File: src/rtl/barker_spreader_if.sv
// Barker spreader signal bundle: chip strobe, burst control, data handshake
// and the registered chip stream.
interface barker_spreader_if;
    logic       en_p;
    logic       start;
    logic       stop;
    logic [2:0] code_sel;
    logic       data_in;
    logic       data_valid;
    logic       data_ready;
    logic       chip_out;
    logic       chip_valid;
    logic       sym_first;
    logic       sym_last;
    logic       busy;
    logic [3:0] code_len;

    // Driving side (stimulus / upstream logic).
    modport master (
        output en_p, start, stop, code_sel, data_in, data_valid,
        input  data_ready, chip_out, chip_valid, sym_first, sym_last, busy, code_len
    );

    // Spreader side.
    modport slave (
        input  en_p, start, stop, code_sel, data_in, data_valid,
        output data_ready, chip_out, chip_valid, sym_first, sym_last, busy, code_len
    );
endinterface

File: src/rtl/barker_spreader.sv
// Barker-code direct-sequence spreader. After start it sends PREAMBLE_REPS
// unmodulated code words, then spreads each accepted data bit over one code
// word, emitting one chip per en_p strobe. stop ends the burst cleanly at a
// word boundary.
module barker_spreader #(
    parameter int unsigned PREAMBLE_REPS = 2,
    parameter logic [2:0]  DEFAULT_SEL   = 3'd4
) (
    input  logic             clk_sig,
    input  logic             rst_n,
    barker_spreader_if.slave bus
);
    typedef enum logic [1:0] {IDLE = 2'd0, PREAMBLE = 2'd1, DATA = 2'd2} state_t;

    localparam logic [3:0] REPS = 4'(PREAMBLE_REPS);

    function automatic logic [3:0] len_of(input logic [2:0] sel);
        case (sel)
            3'd0:    return 4'd2;
            3'd1:    return 4'd3;
            3'd2:    return 4'd4;
            3'd3:    return 4'd5;
            3'd5:    return 4'd11;
            3'd6:    return 4'd13;
            default: return 4'd7;
        endcase
    endfunction

    // Codes are left-aligned so the current chip is always bit 12 of the
    // word shifter, whatever the code length.
    function automatic logic [12:0] bits_of(input logic [2:0] sel);
        case (sel)
            3'd0:    return 13'b10_00000000000;
            3'd1:    return 13'b110_0000000000;
            3'd2:    return 13'b1101_000000000;
            3'd3:    return 13'b11101_00000000;
            3'd5:    return 13'b11100010010_00;
            3'd6:    return 13'b1111100110101;
            default: return 13'b1110010_000000;
        endcase
    endfunction

    state_t      state, state_next;
    logic [3:0]  idx, idx_next;
    logic        word_active, word_active_next;
    logic        stop_pend, stop_pend_next;
    logic [3:0]  pre_cnt, pre_cnt_next;
    logic [12:0] code_bits, code_bits_next;
    logic        word_data, word_data_next;
    logic [3:0]  code_len, code_len_next;
    logic        chip_out, chip_out_next;
    logic        chip_valid, chip_valid_next;
    logic        sym_first, sym_first_next;
    logic        sym_last, sym_last_next;

    logic        emit;
    logic        last_chip;
    logic        word_done;
    logic        ready;
    logic        accept;
    logic        load;
    logic        load_data;

    assign emit      = bus.en_p && word_active;
    assign last_chip = (idx == code_len - 4'd1);
    assign word_done = emit && last_chip;
    // A new data word may be taken while idle in DATA or on the edge that
    // sends the final chip of the current word, giving gapless words.
    assign ready     = (state == DATA) && !stop_pend && (!word_active || word_done);
    assign accept    = ready && bus.data_valid;

    assign bus.data_ready = ready;
    assign bus.chip_out   = chip_out;
    assign bus.chip_valid = chip_valid;
    assign bus.sym_first  = sym_first;
    assign bus.sym_last   = sym_last;
    assign bus.busy       = (state != IDLE);
    assign bus.code_len   = code_len;

    // Next-state logic: chip emission, burst sequencing and word loading.
    always_comb begin
        state_next       = state;
        idx_next         = idx;
        word_active_next = word_active;
        stop_pend_next   = stop_pend;
        pre_cnt_next     = pre_cnt;
        code_bits_next   = code_bits;
        word_data_next   = word_data;
        code_len_next    = code_len;
        chip_out_next    = chip_out;
        chip_valid_next  = 1'b0;
        sym_first_next   = 1'b0;
        sym_last_next    = 1'b0;
        load             = 1'b0;
        load_data        = 1'b0;

        if (emit) begin
            // A zero data bit sends the inverted code.
            chip_out_next   = ~(code_bits[12] ^ word_data);
            chip_valid_next = 1'b1;
            sym_first_next  = (idx == 4'd0);
            sym_last_next   = last_chip;
            code_bits_next  = {code_bits[11:0], 1'b0};
            if (last_chip) begin
                idx_next         = 4'd0;
                word_active_next = 1'b0;
            end else begin
                idx_next = idx + 4'd1;
            end
        end

        case (state)
            IDLE: begin
                // stop is meaningless here, even alongside start.
                if (bus.start) begin
                    if (REPS != 4'd0) begin
                        state_next   = PREAMBLE;
                        load         = 1'b1;
                        load_data    = 1'b1;
                        pre_cnt_next = 4'd1;
                    end else begin
                        state_next = DATA;
                    end
                end
            end
            PREAMBLE: begin
                if (bus.stop) begin
                    stop_pend_next = 1'b1;
                end
                if (word_done) begin
                    if (pre_cnt < REPS) begin
                        load         = 1'b1;
                        load_data    = 1'b1;
                        pre_cnt_next = pre_cnt + 4'd1;
                    end else begin
                        pre_cnt_next   = 4'd0;
                        stop_pend_next = 1'b0;
                        state_next     = (stop_pend || bus.stop) ? IDLE : DATA;
                    end
                end
            end
            DATA: begin
                if (accept) begin
                    // An accept beats a simultaneous stop; the word still goes out.
                    load      = 1'b1;
                    load_data = bus.data_in;
                    if (bus.stop) begin
                        stop_pend_next = 1'b1;
                    end
                end else if (bus.stop || stop_pend) begin
                    if (!word_active || word_done) begin
                        state_next     = IDLE;
                        stop_pend_next = 1'b0;
                    end else begin
                        stop_pend_next = 1'b1;
                    end
                end
            end
            default: state_next = IDLE;
        endcase

        // code_sel is only looked at here, so mid-word changes are harmless.
        if (load) begin
            code_bits_next   = bits_of(bus.code_sel);
            code_len_next    = len_of(bus.code_sel);
            word_data_next   = load_data;
            idx_next         = 4'd0;
            word_active_next = 1'b1;
        end
    end

    // State and output registers; reset aborts any word in flight.
    always_ff @(posedge clk_sig or negedge rst_n) begin
        if (!rst_n) begin
            state       <= IDLE;
            idx         <= 4'd0;
            word_active <= 1'b0;
            stop_pend   <= 1'b0;
            pre_cnt     <= 4'd0;
            code_bits   <= 13'd0;
            word_data   <= 1'b0;
            code_len    <= len_of(DEFAULT_SEL);
            chip_out    <= 1'b0;
            chip_valid  <= 1'b0;
            sym_first   <= 1'b0;
            sym_last    <= 1'b0;
        end else begin
            state       <= state_next;
            idx         <= idx_next;
            word_active <= word_active_next;
            stop_pend   <= stop_pend_next;
            pre_cnt     <= pre_cnt_next;
            code_bits   <= code_bits_next;
            word_data   <= word_data_next;
            code_len    <= code_len_next;
            chip_out    <= chip_out_next;
            chip_valid  <= chip_valid_next;
            sym_first   <= sym_first_next;
            sym_last    <= sym_last_next;
        end
    end
endmodule

File: src/flat_wrapper.sv
// flat-port wrapper written by rule: the top's interface ports become plain ports
module barker_spreader_flat 
#(
    parameter int unsigned PREAMBLE_REPS = 2,
    parameter logic [2:0]  DEFAULT_SEL   = 3'd4
)
  (clk_sig, rst_n, bus_en_p, bus_start, bus_stop, bus_code_sel, bus_data_in, bus_data_valid, bus_data_ready, bus_chip_out, bus_chip_valid, bus_sym_first, bus_sym_last, bus_busy, bus_code_len);
  barker_spreader_if bus_i ();
  input  logic clk_sig;
  input  logic rst_n;
  input wire logic [$bits(bus_i.en_p)-1:0] bus_en_p;
  input wire logic [$bits(bus_i.start)-1:0] bus_start;
  input wire logic [$bits(bus_i.stop)-1:0] bus_stop;
  input wire logic [$bits(bus_i.code_sel)-1:0] bus_code_sel;
  input wire logic [$bits(bus_i.data_in)-1:0] bus_data_in;
  input wire logic [$bits(bus_i.data_valid)-1:0] bus_data_valid;
  output wire logic [$bits(bus_i.data_ready)-1:0] bus_data_ready;
  output wire logic [$bits(bus_i.chip_out)-1:0] bus_chip_out;
  output wire logic [$bits(bus_i.chip_valid)-1:0] bus_chip_valid;
  output wire logic [$bits(bus_i.sym_first)-1:0] bus_sym_first;
  output wire logic [$bits(bus_i.sym_last)-1:0] bus_sym_last;
  output wire logic [$bits(bus_i.busy)-1:0] bus_busy;
  output wire logic [$bits(bus_i.code_len)-1:0] bus_code_len;
  assign bus_i.en_p = bus_en_p;
  assign bus_i.start = bus_start;
  assign bus_i.stop = bus_stop;
  assign bus_i.code_sel = bus_code_sel;
  assign bus_i.data_in = bus_data_in;
  assign bus_i.data_valid = bus_data_valid;
  assign bus_data_ready = bus_i.data_ready;
  assign bus_chip_out = bus_i.chip_out;
  assign bus_chip_valid = bus_i.chip_valid;
  assign bus_sym_first = bus_i.sym_first;
  assign bus_sym_last = bus_i.sym_last;
  assign bus_busy = bus_i.busy;
  assign bus_code_len = bus_i.code_len;
  barker_spreader #(.PREAMBLE_REPS(PREAMBLE_REPS), .DEFAULT_SEL(DEFAULT_SEL)) u_core (.clk_sig(clk_sig), .rst_n(rst_n), .bus(bus_i));
endmodule
File: config.mk
export PLATFORM = sky130hd
export DESIGN_NAME = barker_spreader_flat
export DESIGN_NICKNAME = d
export VERILOG_FILES = /design/src/rtl/barker_spreader_if.sv /design/src/rtl/barker_spreader.sv /design/src/flat_wrapper.sv
export SDC_FILE = /design/constraint.sdc
export NUM_CORES = 1
export LEC_CHECK = 0
export CORE_ASPECT_RATIO = 2
export CORE_UTILIZATION = 50
export DETAILED_ROUTE_END_ITERATION = 8
export PLACE_DENSITY = 0.81
export SYNTH_ARGS = -nofsm -noshare
export SYNTH_HDL_FRONTEND = slang
export SYNTH_SLANG_ARGS = --single-unit
File: constraint.sdc
create_clock -name clk_sig -period 7.15 [get_ports clk_sig]
set_clock_uncertainty 0.05 [all_clocks]
set_input_delay 1.0725 -clock clk_sig [delete_from_list [all_inputs] [get_ports clk_sig]]
set_output_delay 1.0725 -clock clk_sig [all_outputs]
set_load 0.02 [all_outputs]
==> key figures <==
Run status
  • Run status: completed

STA
  • Fmax: between 0.2 and 0.25 GHz
  • RSZ-0062 raised after global routing: false
  • Worst-Margin Slew: approximately 0.84 ns
  • Minimum clock period: around 4.0 ns
  • Final Hold Vio Count: 0
  • Slew margin rel.: 0.437
  • Final Cycle Share: 0.565
  • Max-slew violations: 0
  • PnR worst setup slack: ~3.1 ns
  • Setup TNS: 0 ns
  • Setup violations, final: 0

Worst setup path
  • Cells along the critical path: inv_1 > ha_1 > xnor3_1 > nand3_1 > nor2_1 > a21boi_0 > nor2_1 > clkdlybuf4s50_1
  • CP Max Fanout: 6
  • Critical path's most frequent cell: nor2_1
  • CP delay by family, top: simple AND/OR/NAND/NOR gates
  • Setup crit start kind: flip-flop
  • CP Class: reg -> out
  • Crit. End Element: primary output
  • Max incr delay on CP: 0.60 ns
  • Crit path required time: 6.03 ns
  • WP data arrival: ~2.9 ns
  • Flop-to-flop setup slack: roughly 4.0 ns
  • CP Buf/Inv Count: 2
  • Slowest stage cell on the critical path: clkdlybuf4s50_1

Synthesis
  • Sequential-to-total area share from yosys stat: 0.448
  • Synth top area cells: dfrtp_1 41%, mux2i_1 13%, ha_1 5.2%
  • Commonest cells post-synth: 31 x dfrtp_1, 25 x mux2i_1, 14 x nand2_1, 13 x inv_1, 12 x nor2_1
  • Mapped Cells: 176
  • Synth Area per Inst: 10.8 um2
  • Mapped Nets: roughly 190
  • Async SR Flop Fraction: 1.00
  • Yosys top cell area share: 0.407
  • Post-Syn Area: about 1900 um2
  • Synth cell types: 43
  • Synth Register Bits: 34
  • Yosys warnings: 0
  • Area leader, netlist: dfrtp_1
  • Top-count cell post-synth: dfrtp_1
  • Predominant post-synthesis flop cell: dfrtp_1
  • EDFF count, synth: 0

GRT
  • M2 GR Usage: 0.384
  • Met3 Usage GRT: 0.0545
  • Grt total ovfl: 0
  • Largest net degree at the start of global routing: 35
  • First-pass GRT wire length: between 6 and 7 mm
  • Gr usage total: 0.232
  • Met1 Usage GRT: 0.249
  • Antenna violations before repair: 0
  • Vias in the first global route: around 1500
  • Gr busiest metal: met2

Clock tree
  • CTS max path bufs: 2
  • Num CTS Buffers: 5
  • TritonCTS clock tree: done
  • Clk root buf: clkbuf_8
  • CTS sink cnt: 34
  • Clock Pin Slew Worst Setup and Hold Paths: about 0.070 ns
  • Post-CTS setup buffer count: 0
  • H-Tree Depth: 2
  • Clock latency on the worst-skew pair: approximately 0.29 ns
  • Hold buffers post-CTS: 0
  • Post-cts resize count: 0

Floorplanning
  • Starting Density: 0.523
  • Die H: around 89 um
  • Die Wd: 45.7 um
  • Num ports: 20
  • Core box area: 3650 um2
  • DIE AREA: just over 4000 um2
  • Placement row count: 31

Run
  • Max_cap viols: 0

Pwr
  • Clock power frac: 0.192
  • Combinational power share: 0.454
  • Pwr dens: about 400 nW/um2
  • Internal: around 550 uW
  • Leakage: 0.00104 uW
  • Peak supply drop: 228 uV
  • Net Sw Power: roughly 350 uW
  • Seq pwr share: 0.354
  • Sw Share: 0.388

Placed design
  • Setup WS pre-CTS: 3.40 ns
  • Gpl congestion: 0.864
  • Port buffer count: 19
  • DP HPWL: around 3.0 mm

Detailed routing
  • Routed Antenna Nets: 0
  • Vias: around 1400
  • Initial drt markers: 38
  • Detailed Route WL: about 4.0 mm
  • DRC: 0
  • Via-to-Cell Ratio: 5.73
  • DR pass1 iterations: 4
  • WL/cell: ~16 um

Hold path
  • Hold Path Class: reg -> reg

Layout
  • Fillers: 328
  • Layout area overhead: 17.3%
  • Ant diodes: 0
  • Nets: 215
  • Layout cells sized above 1: 0.131
## final timing paths
kind | startpoint | end | cells past startpoint
min reg2reg | u_core.code_bits[11] | u_core.code_bits[12] | 1
max reg2reg | u_core.bus.code_len[0] | u_core.bus.code_len[3] | 8
min in group asynchronous | rst_n | u_core.pre_cnt[0] | 2
max in group asynchronous | rst_n | u_core.bus.code_len[0] | 2
max | u_core.bus.code_len[0] | bus_data_ready | 8
min | u_core.code_bits[11] | u_core.code_bits[12] | 1
## layout make-up
class                   count  area, um2  area share
inverters                  13       48.8      0.0218
clock inverters             3       40.0      0.0179
flip-flops and latches     34        855       0.382
repair buffers             20        198      0.0884
clock buffers               5       68.8      0.0308
well taps                  49       61.3      0.0274
multi-input cells         123        966       0.432
## state kept, by name, summed over array words and instances (netlist names)
register               cells
u_core.bus.chip_valid      1
u_core.stop_pend           1
u_core.bus.chip_out        1
u_core.word_data           1
u_core.code_bits          13
u_core.word_active         1
u_core.bus.sym_first       1
u_core.bus.sym_last        1
u_core.state               2
u_core.idx                 4
u_core.bus.code_len        4
u_core.pre_cnt             4
## cells in the final DEF, fill, tap and decap left out, drive strengths merged, types with 5 or more instances in the layout
| cell | n |
|---|---|
| ha | 8 |
| nor2 | 12 |
| clkbuf | 5 |
| nand2 | 14 |
| dfrtp | 31 |
| inv | 13 |
| o21ai | 5 |
| nand3 | 5 |
| a21oi | 9 |
| clkdlybuf4s50 | 19 |
| mux2i | 25 |
## logic make-up (layout without fill, tap and decap cells)
group | Yosys count | count (layout) | synth area share
compound gates | 30 | 30 | 0.125
xor+xnor | 8 | 8 | 0.0440
fa+ha+maj | 8 | 8 | 0.0525
buf+inv | 19 | 41 | 0.0453
flops | 34 | 34 | 0.448
mux | 28 | 28 | 0.149
simple gates | 49 | 49 | 0.136
## power by group through the flow
stage               clock network, uW  registers, uW  logic [uW]
detailed placement                  0            322         409
global route                      187            328         452
finish                            173            319         409
floorplan                           0            331         282
CTS                               177            319         411
global placement                    0            315         387
## metrics by stage
step	hold slack [ns]	instance area (um2)	cells	power, uW	util
CTS	0.444	2240	247	907	0.614
detailed placement	0.431	2130	239	731	0.584
floorplan	0.396	1910	176	612	-
global route	0.458	2240	247	967	0.614
global placement	0.413	2130	239	701	0.584
finish	0.439	2240	247	901	0.614
## per-layer routing
layer  up-vias  wire [um]
met5         -          0
met4         0        179
met3        16        173
met2        51       2230
met1       694       1420
li1        654          -
Note: power is estimated with default switching activity, not from simulation.
